**src/rtl/ysyx_24080014_core_seq.sv**
```systemverilog
// ysyx_24080014_core_seq: multi-cycle fetch/exec/mem/writeback sequencer owning the PC
module ysyx_24080014_core_seq #(
  parameter int unsigned XLEN = 32,
  parameter logic [XLEN-1:0] RESET_PC = XLEN'(32'h8000_0000),
  parameter int unsigned TIMEOUT = 255,
  parameter int unsigned TO_W = 8
) (
  input  logic            clk,
  input  logic            rst,
  output logic            ifu_req_valid,
  input  logic            ifu_req_ready,
  input  logic            ifu_rsp_valid,
  output logic            ifu_rsp_ready,
  input  logic [31:0]     ifu_rsp_inst,
  input  logic            ifu_rsp_err,
  output logic            lsu_req_valid,
  input  logic            lsu_req_ready,
  input  logic            lsu_rsp_valid,
  input  logic            lsu_rsp_err,
  input  logic            is_mem,
  input  logic            is_store,
  input  logic [XLEN-1:0] next_pc,
  input  logic [XLEN-1:0] trap_vec,
  output logic [XLEN-1:0] pc,
  output logic [31:0]     inst,
  output logic            reg_we,
  output logic            commit,
  output logic            trap,
  output logic [3:0]      trap_cause
);
  typedef enum logic [2:0] {S_FREQ, S_FWAIT, S_EXEC, S_MREQ, S_MWAIT, S_WB, S_TRAP} state_e;
  localparam logic [TO_W-1:0] TO_MAX = TO_W'(TIMEOUT);
  state_e state_q, state_d;
  logic [XLEN-1:0] pc_q, pc_d;
  logic [31:0] inst_q, inst_d;
  logic [3:0] cause_q, cause_d;
  logic [TO_W-1:0] cnt_q, cnt_d, cnt_inc;
  logic to_hit;
  assign cnt_inc = &cnt_q ? cnt_q : cnt_q + 1'b1;
  // a response or ready in the final allowed cycle takes priority over the timeout
  assign to_hit = (TIMEOUT != 0) && (cnt_inc == TO_MAX);
  always_comb begin
    state_d = state_q;
    pc_d = pc_q;
    inst_d = inst_q;
    cause_d = cause_q;
    case (state_q)
      S_FREQ: begin
        if (ifu_req_ready) state_d = S_FWAIT;
        else if (to_hit) begin
          state_d = S_TRAP;
          cause_d = 4'd15;
        end
      end
      S_FWAIT: begin
        if (ifu_rsp_valid) begin
          state_d = ifu_rsp_err ? S_TRAP : S_EXEC;
          cause_d = ifu_rsp_err ? 4'd1 : cause_q;
          inst_d = ifu_rsp_err ? inst_q : ifu_rsp_inst;
        end else if (to_hit) begin
          state_d = S_TRAP;
          cause_d = 4'd15;
        end
      end
      S_EXEC: state_d = is_mem ? S_MREQ : S_WB;
      S_MREQ: begin
        if (lsu_req_ready) state_d = S_MWAIT;
        else if (to_hit) begin
          state_d = S_TRAP;
          cause_d = 4'd15;
        end
      end
      S_MWAIT: begin
        if (lsu_rsp_valid) begin
          state_d = lsu_rsp_err ? S_TRAP : S_WB;
          cause_d = lsu_rsp_err ? (is_store ? 4'd7 : 4'd5) : cause_q;
        end else if (to_hit) begin
          state_d = S_TRAP;
          cause_d = 4'd15;
        end
      end
      S_WB: begin
        pc_d = next_pc;
        state_d = S_FREQ;
      end
      S_TRAP: begin
        pc_d = trap_vec;
        state_d = S_FREQ;
      end
      default: state_d = S_FREQ;
    endcase
    cnt_d = (state_d != state_q) ? '0 : cnt_inc;
  end
  always_ff @(posedge clk) begin
    if (rst) begin
      state_q <= S_FREQ;
      pc_q <= RESET_PC;
      inst_q <= 32'h0000_0013;
      cause_q <= 4'd0;
      cnt_q <= '0;
    end else begin
      state_q <= state_d;
      pc_q <= pc_d;
      inst_q <= inst_d;
      cause_q <= cause_d;
      cnt_q <= cnt_d;
    end
  end
  // every handshake and pulse is masked while reset is held
  assign ifu_req_valid = !rst && state_q == S_FREQ;
  assign ifu_rsp_ready = !rst && state_q == S_FWAIT;
  assign lsu_req_valid = !rst && state_q == S_MREQ;
  assign commit = !rst && state_q == S_WB;
  assign reg_we = !rst && state_q == S_WB && !is_store;
  assign trap = !rst && state_q == S_TRAP;
  assign trap_cause = cause_q;
  assign pc = pc_q;
  assign inst = inst_q;
endmodule

```
**config.mk**
```make
export PLATFORM = sky130hd
export DESIGN_NAME = ysyx_24080014_core_seq
export DESIGN_NICKNAME = d
export VERILOG_FILES = /design/src/rtl/ysyx_24080014_core_seq.sv
export SDC_FILE = /design/constraint.sdc
export NUM_CORES = 1
export LEC_CHECK = 0
export ABC_AREA = 1
export CAP_MARGIN = 15
export CORE_MARGIN = 5
export CORE_UTILIZATION = 30
export CTS_CLUSTER_SIZE = 14
export DETAILED_ROUTE_END_ITERATION = 10
export HOLD_SLACK_MARGIN = 0.05
export PLACE_DENSITY_LB_ADDON = 0.2
export SETUP_SLACK_MARGIN = 0.3
export SLEW_MARGIN = 20
export SYNTH_ARGS = -nofsm -noshare
export SYNTH_HDL_FRONTEND = slang
export SYNTH_SLANG_ARGS = --single-unit
```
**constraint.sdc**
```tcl
create_clock -name clk -period 2.1 [get_ports clk]
set_input_delay 0.315 -clock clk [delete_from_list [all_inputs] [get_ports clk]]
set_output_delay 0.315 -clock clk [all_outputs]
set_load 0.005 [all_outputs]
```
Yosys cells after proc, flatten, opt, wreduce, memory -nomap -nowiden
Index checks and enable logic that the tools add are counted.
{"block": "totals", "ff_bits": 79, "wordCells": 54, "output_inout_bits": 74}
{"block": "op_classes", "n_addsub": 1, "bitwise": 1, "reduce_logical": 15, "muxes": 20, "eq_ne": 12}
{"cell": "one-hot mux 32 bit (2 select lines)", "n": 1}
{"cell": "2-to-1 mux 4 bit", "n": 7}
{"cell": "2-to-1 mux 3 bit", "n": 7}
{"cell": "one-hot mux 4 bit (4 select lines)", "n": 1}
{"cell": "one-hot mux 3 bit (5 select lines)", "n": 1}
{"cell": "equality test 3 bit (second input constant)", "n": 3}
{"cell": "adder 8 x 1 -> 8 bit (second input constant)", "n": 1}
{"cell": "equality test 8 bit (second input constant)", "n": 1}
{"cell": "2-to-1 mux 8 bit", "n": 1}
{"cell": "AND reduction 8 bit", "n": 1}
{"cell": "equality test 3 x 2 -> 1 bit (second input constant)", "n": 2}
{"cell": "logical AND 1 bit", "n": 6}
{"cell": "inequality test 3 bit (second input constant)", "n": 2}
{"cell": "AND reduction 5 bit", "n": 1}
{"cell": "2-to-1 mux 2 bit", "n": 2}
{"cell": "inequality test 2 bit (second input constant)", "n": 2}
{"cell": "nonzero test 4 bit", "n": 1}
{"cell": "equality test 3 x 1 -> 1 bit (second input constant)", "n": 1}
{"cell": "logical NOT 3 bit", "n": 1}
{"cell": "inequality test 3 bit", "n": 1}
{"cell": "AND reduction 3 bit", "n": 1}
{"cell": "logical NOT 1 bit", "n": 2}
{"cell": "nonzero test 2 bit", "n": 1}
{"cell": "OR reduction 2 bit", "n": 1}
{"cell": "inverter 1 bit", "n": 1}

Depth between registers and ports, before layout
Gate-level depths: netlist (run 1).
{"block": "depth", "word_depth": 8, "ltp_mapped": 17, "mapped_depth_nobuf": 17}

Least setup slack after synthesis (run 1)
Ideal clock, no wire load.
{"block": "synth_timing", "kind": "flip-flop to flip-flop", "from": "reg cnt_q[0]", "to": "reg cnt_q[0]", "setup_ps": 114, "arrival_ps": 1683, "slack_ps": 303, "t_required_ps": 1986, "stages_incl_launch_ff": 17, "n_path_buf": 0, "cell_sequence": "dfxtp_1 ha_1 nand3_1 inv_2 nand2_2 nand2_1 nand3_2 nor2_4 nand2_2 nand2_1 nand2_1 nand2_1 nand2_1 nand2_1 nor2_2 nand2_4 nor2_2"}
{"block": "synth_between", "elab_chain_len": 8, "word_cells_on_any_way": 12}
{"item": "from (decl)", "line_no": "37", "text": "logic [TO_W-1:0] cnt_q, cnt_d, cnt_inc;"}
{"item": "from (signal assigned)", "line_no": "106", "text": "cnt_q <= cnt_d;"}
{"item": "adder 8 x 1 -> 8 bit or AND reduction 8 bit (tied branches)", "line_no": "39", "text": "assign cnt_inc = &cnt_q ? cnt_q : cnt_q + 1'b1;"}
{"item": "2-to-1 mux 8 bit *", "line_no": "39"}
{"item": "equality test 8 bit", "line_no": "41", "text": "assign to_hit = (TIMEOUT != 0) && (cnt_inc == TO_MAX);"}
{"item": "2-to-1 mux 3 bit"}
{"item": "2-to-1 mux 3 bit, on equally long branches"}
{"item": "one-hot mux 3 bit (5 select lines)", "line_no": "47", "text": "case (state_q)"}
{"item": "inequality test 3 bit", "line_no": "92", "text": "cnt_d = (state_d != state_q) ? '0 : cnt_inc;"}
{"item": "OR reduction 2 bit (no line)"}
Every way passes the cells marked *; elsewhere a longest branch is shown, timed or not.
A chain may end at the register's enable or synchronous reset.

Final worst setup path (run 1)
Ends and elaborated chain as after synthesis.

==> results of run 1 <==
## worst max-delay path, stage by stage (launching register included)
cell     delay, ns
dfxtp_4       0.38
ha_4          0.17
nand2_1       0.07
inv_1         0.08
nand3_1       0.08
nand2_1       0.06
nand2_1       0.08
nand2_2       0.10
nor2_4        0.05
nand2_2       0.10
nand2_2       0.06
nand2_2       0.07
nand2_1       0.05
nand2_1       0.06
nand2_1       0.06
nor2_2        0.14
nand2_4       0.12
nor2_2        0.11
## final timing paths
check,start,end,slack (ns),cells after the start
hold reg to reg,inst[4]$_SDFFE_PP1P_,inst[4]$_SDFFE_PP1P_,0.46,2
setup / recovery,cnt_q[0]$_SDFF_PP0_,cnt_q[0]$_SDFF_PP0_,0.19,17
hold / removal,inst[4]$_SDFFE_PP1P_,inst[4]$_SDFFE_PP1P_,0.46,2
setup reg to reg,cnt_q[0]$_SDFF_PP0_,cnt_q[0]$_SDFF_PP0_,0.19,17
## power by group
| group | leakage (nW) | switching (mW) | internal [mW] |
|---|---|---|---|
| Clock | 0.138 | 0.586 | 0.905 |
| Combinational | 1.67 | 0.760 | 0.757 |
| Sequential | 0.645 | 0.119 | 1.67 |
## per-stage QoR
step / cell area (um^2) / util / hold slack (ns)
finish: 6050 / 0.527 / 0.459
global route: 6050 / 0.527 / 0.478
CTS: 5910 / 0.515 / 0.458
detailed placement: 5510 / 0.481 / 0.444
global placement: 5510 / 0.481 / 0.442
floorplan: 3540 / - / 0.441
## cells by family after synthesis
| logic type | Yosys count | share of synthesized area |
|---|---|---|
| compound gates | 128 | 0.212 |
| xor+xnor | 1 | 0.00248 |
| fa+ha+maj | 1 | 0.00354 |
| buf+inv | 61 | 0.0662 |
| flops | 79 | 0.447 |
| simple gates | 221 | 0.268 |
## synth_stat cells
| master | count | area, um^2 |
|---|---|---|
| nand4_1 | 2 | 12.5 |
| a311oi_2 | 1 | 15.0 |
| o21ai_1 | 4 | 20.0 |
| a221oi_1 | 5 | 43.8 |
| nand2_1 | 83 | 312 |
| nand2_2 | 5 | 31.3 |
| nor2_2 | 13 | 81.3 |
| dfxtp_1 | 79 | 1580 |
| nor2_1 | 89 | 334 |
| buf_1 | 2 | 7.51 |
| clkbuf_1 | 19 | 71.3 |
| o211ai_1 | 2 | 15.0 |
| nand3b_1 | 1 | 7.51 |
| nor3_2 | 1 | 10.0 |
| ha_1 | 1 | 12.5 |
| o21bai_1 | 27 | 203 |
| xnor2_1 | 1 | 8.76 |
| a22oi_1 | 1 | 7.51 |
| inv_2 | 7 | 26.3 |
| nor4_1 | 1 | 6.26 |
| nor2_4 | 1 | 11.3 |
| nand2_4 | 1 | 11.3 |
| nand3_2 | 2 | 20.0 |
| buf_2 | 4 | 20.0 |
| o21ai_0 | 54 | 270 |
| nand3_1 | 18 | 90.1 |
| o31ai_1 | 1 | 7.51 |
| o2111ai_1 | 1 | 8.76 |
| nor3_1 | 3 | 15.0 |
| a21oi_1 | 32 | 160 |
| inv_1 | 29 | 109 |
| or2_2 | 1 | 6.26 |
## metal layers
layer,vias to the layer above,part of all wire
met1,1757,0.39
met4,0,0.024
met3,20,0.092
li1,1979,-
met5,-,0
met2,123,0.49
## registers in the layout (all words and copies together) (netlist names)
register / flops
trap_cause: 4
state_q: 3
cnt_q: 8
inst: 32
pc: 32
## repair_timing
action / 4_1_cts / 5_1_grt
gates resized for setup: 33 / 39
buffers inserted: 5 / 2
pin swaps: 12 / 14
gates cloned: 0 / 0
endpoints found under the setup margin: 20 / 45
## cell type report
| cell class | count | area [um^2] | share of cell area |
|---|---|---|---|
| Timing Repair Buffer | 198 | 1960 | 0.323 |
| Inverter | 36 | 145 | 0.0240 |
| Tap cell | 143 | 179 | 0.0296 |
| Clock inverter | 4 | 48.8 | 0.00807 |
| Sequential cell | 79 | 1610 | 0.265 |
| Multi-Input combinational cell | 351 | 1890 | 0.312 |
| Clock buffer | 10 | 229 | 0.0379 |
==> flow_summary.toml, run 1 <==
[pwr]
powerDensity_mw_per_mm2 = 793
vdd_drop_max_v = 0.000464
power_mw = 4.80
power.leakage_nw = 2.45

[critical_path]
startpoint_type = "flop"
critPathMaxFanout = 8
critical_path_class = "flop to flop"
end_kind = "flop"
arrival_ns = 2.18
crit_required_ns = 2.37

[synthesis]
synth-seq-area-share = 0.447
synth_area_per_cell_um2 = 7.20
ys_warn_count = 0
synthesis.area_mm2 = 0.00354
synth.distinct_cells = 32
synth-seq-cells = 79
synth_cells = 491
syn_nets = 598

[detailed_routing]
avgRoutedWirePerCell_um = 15.1
dr_total_vias = 3879
viasPerCell = 4.72
drt-initial-drc-count = 155
wl_mm = 12.4
ant_nets = 0
drc = 0
first_pass_iters = 4

[finish]
n_antenna_cell = 0
area_growth_pct = 71.1
final_net_count = 782
fill_cells = 1081
most-common-layout-cells = "173 x clkdlybuf4s50_1, 82 x nor2_1, 73 x nand2_1"
final_common_cell = "clkdlybuf4s50_1"
final_layout_size_suffix_gt1_frac = 0.150
finalNonFillerCells = 821

[sta]
finalSetupTns_ns = 0
finClkSkew_ns = 0.00504
drv_slew = 0
post-route-period-util = 0.908
rsz0062_at_grt = "yes"
setup_viol = 0
slew_headroom = 0.766
setup_ws_ns = 0.193
fmax_mhz = 524
fin_crit_ns = 1.91
hold_viol_final = 0
tightest_slew_ns = 0.351

[global_routing]
use_met1 = 0.188
grt-ovfl-total = 0
grt_use_total = 0.170
grt_max_degree = 36
grt_pass1_vias = 4019
grt_pass1_wl_mm = 19.7
met3_usage = 0.0740
antenna_found_initial = 0
grt.met2_usage = 0.287
top_usage_layer = "met2"

[clock_network]
numCtsBuffers = 9
clock_latency_ns = 0.33
htreeDepth = 3
cts_tree = "built"
cts_sinks = 79
cts_hold_buf = 0
clk_pin_slew_ns = 0.06
cts_buffer_depth = 2
root_buffer = "clkbuf_16"

[floorplanning]
dieArea_mm2 = 0.0141
ios = 180
die_h_um = 119
start_util = 0.308
core_area_mm2 = 0.0115
placementRows = 39
dieWidth_um = 119

[placed_design]
numPortBuffers = 179
place_ws_ns = 0.0626
place_congestion = 0.804
post-place-cells = 800
dp_hpwl_mm = 8.98

[hold_path]
hp-class = "flop to flop"

[run_status]
status = "finished, final reports clean"

[flow_run]
cap_violations = 0
Power figures use the tool's default switching activity.
==> run 2: changes to the inputs <==
--- a/config.mk
+++ b/config.mk
@@ -6,7 +6,6 @@
 export NUM_CORES = 1
 export LEC_CHECK = 0
-export ABC_AREA = 1
+export ABC_AREA = 0
 export CAP_MARGIN = 15
-export CORE_MARGIN = 5
 export CORE_UTILIZATION = 30
 export CTS_CLUSTER_SIZE = 14
==> constraint.sdc (replaced) <==
create_clock -name clk -period 2.1 [get_ports clk]
set_input_delay 0.315 -clock clk [delete_from_list [all_inputs] [get_ports clk]]
set_output_delay 0.315 -clock clk [all_outputs]
set_load 0.01 [all_outputs]
==> flow_summary.toml, run 2 <==
[sta]
hold_viol_final = 0
finClkSkew_ns = 0.00549
slew_headroom = 0.639
fmax_mhz = 564
finalSetupTns_ns = 0
tightest_slew_ns = 0.541
fin_crit_ns = 1.77
drv_slew = 0
rsz0062_at_grt = "yes"
setup_viol = 0
post-route-period-util = 0.844

[floorplanning]
dieWidth_um = 111
core_area_mm2 = 0.0115
ios = 180
dieArea_mm2 = 0.0124
start_util = 0.310
placementRows = 39
die_h_um = 111

[detailed_routing]
viasPerCell = 4.91
avgRoutedWirePerCell_um = 14.7
first_pass_iters = 7
dr_total_vias = 3833
drc = 20
wl_mm = 11.4
ant_nets = 0
drt-initial-drc-count = 178

[hold_path]
hp-class = "flop to flop"
hold_depth = 2

[critical_path]
cp.depth = 6
crit_required_ns = 2.31
slowest_delay_ns = 0.47
critical_path_class = "flop to flop"
arrival_ns = 1.99
startpoint_type = "flop"
crit_buf_inv = 1
critical_path.top_delay_family = "compound AO/OA/AOI/OAI gates"
critPathMaxFanout = 7
path_cells = "buf_6 > and3_4 > a2111oi_4 > o2bb2ai_2 > o21ai_4 > nor3_2"
end_kind = "flop"
r2r_cells = 6
crit_slowest_cell = "a2111oi_4"

[placed_design]
place_congestion = 0.809
dp_hpwl_mm = 8.15
numPortBuffers = 179

[global_routing]
grt_max_degree = 55
grt_pass1_vias = 3894
grt_use_total = 0.187
grt-ovfl-total = 0
grt_pass1_wl_mm = 18.7
antenna_found_initial = 0

[clock_network]
cts_sinks = 79
clk_pin_slew_ns = 0.07
root_buffer = "clkbuf_16"
cts_tree = "built"
cts_buffer_depth = 2
htreeDepth = 3
clock_latency_ns = 0.34
cts_hold_buf = 0
numCtsBuffers = 9

[synthesis]
yosysMostFrequentCell = "nand2_1"
synth_cells = 452
synth.distinct_cells = 55
synth-seq-area-share = 0.443
async_flop_share = 0
synth_top_area_share = 0.443
yosysTopAreaCell = "dfxtp_1"
synth_area_per_cell_um2 = 7.91
synth_ff_type = "dfxtp_1"
synthesis.area_mm2 = 0.00357
syn_nets = 559
netlist_top_cells_count = "131 x nand2_1, 79 x dfxtp_1, 44 x nor2_1"
synth_edf_count = 0
synth-seq-cells = 79
synth_area_leaders = "dfxtp_1 44%, nand2_1 14%, a311oi_1 6.4%, a21oi_1 5.9%, nor2_1 4.6%"
ys_warn_count = 0

[finish]
final_net_count = 739
final_common_cell = "clkdlybuf4s50_1"
final_layout_size_suffix_gt1_frac = 0.113
area_growth_pct = 67.0
most-common-layout-cells = "172 x clkdlybuf4s50_1, 131 x nand2_1, 74 x dfxtp_1"
n_antenna_cell = 0

[pwr]
vdd_drop_max_v = 0.000342
powerDensity_mw_per_mm2 = 729
power_mw = 4.35
power.leakage_nw = 2.05

[run_status]
failed_checks = "design-rule violations"
status = "finished with violations"

[flow_run]
cap_violations = 0
-- run 2: cell count changes after synthesis, sizes merged, moves of 25 or more --
cell / change
nor2: -59
o21ai: -49
nand2: +42
inv: -28
o21bai: -27
a311oi: +25
-- run 2: kinds of logic (layout without fill, tap and decap cells) --
family,after synthesis,after routing,share of synthesized area
mux,2,2,0.00560
flops,79,79,0.443
compound gates,100,100,0.207
xor+xnor,2,2,0.00490
fa+ha+maj,1,1,0.00350
simple gates,227,227,0.290
buf+inv,41,226,0.0469
-- run 2: what timing repair did --
action / 4_1_cts / 5_1_grt
setup buffers: 4 / 1
pin swaps: 6 / 5
gates resized for setup: 17 / 15
endpoints found under the setup margin: 51 / 50
-- run 2: final timing paths --
kind                               from               endpoint  slack, ns
setup / recovery    cnt_q[1]$_SDFF_PP0_    cnt_q[3]$_SDFF_PP0_       0.33
hold / removal    inst[14]$_SDFFE_PP0P_  inst[14]$_SDFFE_PP0P_       0.45
setup reg to reg    cnt_q[1]$_SDFF_PP0_    cnt_q[3]$_SDFF_PP0_       0.33
hold reg to reg   inst[14]$_SDFFE_PP0P_  inst[14]$_SDFFE_PP0P_       0.45
-- run 2: cell type report --
type / instances / area, um^2
fillers: 1127 / 5550
repair buffers: 202 / 2000
multi-input cells: 332 / 1880
flip-flops and latches: 79 / 1590
clock buffers: 10 / 239
well taps: 143 / 179
clock inverters: 6 / 51.3
inverters: 8 / 30.0
-- run 2: worst register-to-register path: stages (launching register included) --
cell       delay [ns]
dfxtp_2          0.34
buf_6            0.12
and3_4           0.21
a2111oi_4        0.47
o2bb2ai_2        0.15
o21ai_4          0.28
nor3_2           0.09
-- run 2: report_power, final --
group / switching, mW / internal, mW
Clock: 0.662 / 0.848
Sequential: 0.0770 / 1.62
Combinational: 0.523 / 0.620
-- run 2: per-stage QoR --
stage,utilization,hold WS [ns],setup WS (ns),std cells,instance area (um^2)
final,0.518,0.453,0.327,780,5970
after global routing,0.518,0.473,0.237,780,5970
after global placement,0.484,0.442,0.144,759,5580
after detailed placement,0.484,0.446,0.0709,759,5580
after CTS,0.514,0.456,0.206,779,5920
after floorplan,-,0.439,0.313,452,3580
-- run 2: per-layer routing --
metal / vias to the layer above / GRT usage / wire [um] / part of all wire
met1: 1767 / 0.211 / 4710 / 0.41
li1: 1921 / - / - / -
met3: 8 / 0.0574 / 1020 / 0.090
met4: 0 / 0.0685 / 117 / 0.010
met2: 137 / 0.330 / 5590 / 0.49
met5: - / 0 / 0 / 0
==> run 3: changes to the inputs <==
Clock period 2.1 ns to 1.55 ns, I/O delays scaled along.
==> flow_summary.toml, run 3 (synthesis gave the netlist of run 2 again) <==
[run_status]
status = "finished with violations"
failed_checks = "design-rule violations, negative setup slack"

[finish]
area_growth_pct = 113
final_core_util = 0.660
finalInstanceArea_mm2 = 0.00760
final_net_count = 811
final_common_cell = "clkdlybuf4s50_1"
final_layout_size_suffix_gt1_frac = 0.415
most-common-layout-cells = "104 x clkdlybuf4s50_1, 72 x dfxtp_1, 63 x nand2_1"
n_antenna_cell = 0

[floorplanning]
placementRows = 39
dieWidth_um = 111
ios = 180
die_h_um = 111
dieArea_mm2 = 0.0124
start_util = 0.310
core_area_mm2 = 0.0115

[critical_path]
reg2reg_to = "trap_cause[1]$_SDFFE_PP0P_"
arrival_ns = 2.05
critPathMaxFanout = 5
end_kind = "flop"
critical_path_class = "flop to flop"
rrSetupSlack_ns = -0.23
worstReg2RegStart = "cnt_q[0]$_SDFF_PP0_"
startpoint_type = "flop"
r2r_cells = 8
crit_required_ns = 1.82

[hold_path]
hp-class = "primary input to flop"
hold_depth = 3
min-delay-start = "rst"
hold-path-endpoint = "trap_cause[2]$_SDFFE_PP0P_"

[placed_design]
post_dp_cell_area_mm2 = 0.00595
dp_hpwl_mm = 8.41
numPortBuffers = 179
place_congestion = 0.857

[detailed_routing]
dr_total_vias = 4301
viasPerCell = 5.05
first_pass_iters = 7
avgRoutedWirePerCell_um = 16.7
drt-initial-drc-count = 277
ant_nets = 0
wl_mm = 14.2
drc = 26

[pwr]
power_switching_share = 0.299
p_int_mw = 4.90
p_sw_mw = 2.09
powerDensity_mw_per_mm2 = 919
pwr-share-seq = 0.337
power_frac_clock = 0.324
combPwrFrac = 0.339
vdd_drop_max_v = 0.000557
power.leakage_nw = 2.98

[global_routing]
grt_pass1_vias = 4369
antenna_found_initial = 0
grt_use_total = 0.219
grt-ovfl-total = 0
grt_max_degree = 33
grt_pass1_wl_mm = 21.3

[sta]
finalSetupTns_ns = -9.42
post-route-period-util = 1.15
fmax_mhz = 563
drv_slew = 0
setup_viol = 79
hold_viol_final = 0
rsz0062_at_grt = "yes"
setup_ws_ns = -0.227
slew_headroom = 0.680
tightest_slew_ns = 0.480
fin_crit_ns = 1.78
finClkSkew_ns = 0.00570

[clock_network]
cts_tree = "built"
numCtsBuffers = 9
cts_sinks = 79
htreeDepth = 3
clock_latency_ns = 0.34
cts_buffer_depth = 2
cts_hold_buf = 0
root_buffer = "clkbuf_16"
clk_pin_slew_ns = 0.06

[flow_run]
cap_violations = 0
## run 3: cell types whose count changed in the layout (fill, tap and decap cells not counted), sizes merged
| cell | change |
|---|---|
| buf | +76 |
| bufinv | +1 |
| clkbuf | +11 |
| clkdlybuf4s15 | +11 |
| clkdlybuf4s50 | -68 |
| clkinvlp | +1 |
| dlygate4sd2 | +42 |
| inv | -2 |
## run 3: per-stage QoR
stage	std cells	setup WS (ns)	power, mW	hold slack [ns]
3_5_place_dp	796	-0.331	4.00	0.445
2_1_floorplan	452	-0.0624	3.16	0.357
6_report	852	-0.227	6.98	0.395
5_1_grt	852	-0.328	7.29	0.424
3_3_place_gp	796	-0.317	3.99	0.437
4_1_cts	836	-0.192	6.67	0.353
## run 3: how the worst max path moves through the flow
stage,startpoint,endpoint,cells after the start
after floorplan,cnt_q[0]$_SDFF_PP0_,trap_cause[2]$_SDFFE_PP0P_,6
after global placement,lsu_rsp_valid,cnt_q[4]$_SDFF_PP0_,6
after detailed placement,lsu_rsp_valid,cnt_q[6]$_SDFF_PP0_,6
after CTS,cnt_q[0]$_SDFF_PP0_,cnt_q[4]$_SDFF_PP0_,8
after global routing,cnt_q[0]$_SDFF_PP0_,trap_cause[2]$_SDFFE_PP0P_,8
final,cnt_q[0]$_SDFF_PP0_,trap_cause[1]$_SDFFE_PP0P_,8
## run 3: worst max-delay path: stages, from the launching register on
cell       delay [ns]
dfxtp_4          0.37
ha_4             0.14
and3b_2          0.22
a2111oi_4        0.29
buf_4            0.20
a2bb2oi_4        0.21
buf_4            0.14
nand2_2          0.05
o211ai_1         0.08
## run 3: power groups by stage
stage / Clock (mW) / Sequential (mW) / Combinational, mW
floorplan: 0 / 2.41 / 0.747
global placement: 0 / 2.37 / 1.62
detailed placement: 0 / 2.37 / 1.63
CTS: 2.30 / 2.33 / 2.05
global route: 2.39 / 2.38 / 2.52
finish: 2.26 / 2.36 / 2.36
## run 3: what timing repair did
action / in CTS / in global routing
endpoints found under the setup margin: 153 / 106
pin swaps: 64 / 62
gates resized for setup: 218 / 144
setup buffers: 15 / 13
gates cloned: 9 / 3
## run 3: layer usage
layer,GRT usage,vias up,share of wire
met1,0.241,2054,0.41
met2,0.399,146,0.51
met4,0.0982,0,0.022
met3,0.0503,24,0.060
li1,-,2077,-
met5,0,-,0
## run 3: final cells by class
class	count	area, um^2
clock buffers	10	250
clock inverters	6	67.6
fillers	898	3920
inverters	8	30.0
multi-input cells	332	2650
flip-flops and latches	79	1600
well taps	143	179
repair buffers	274	2820
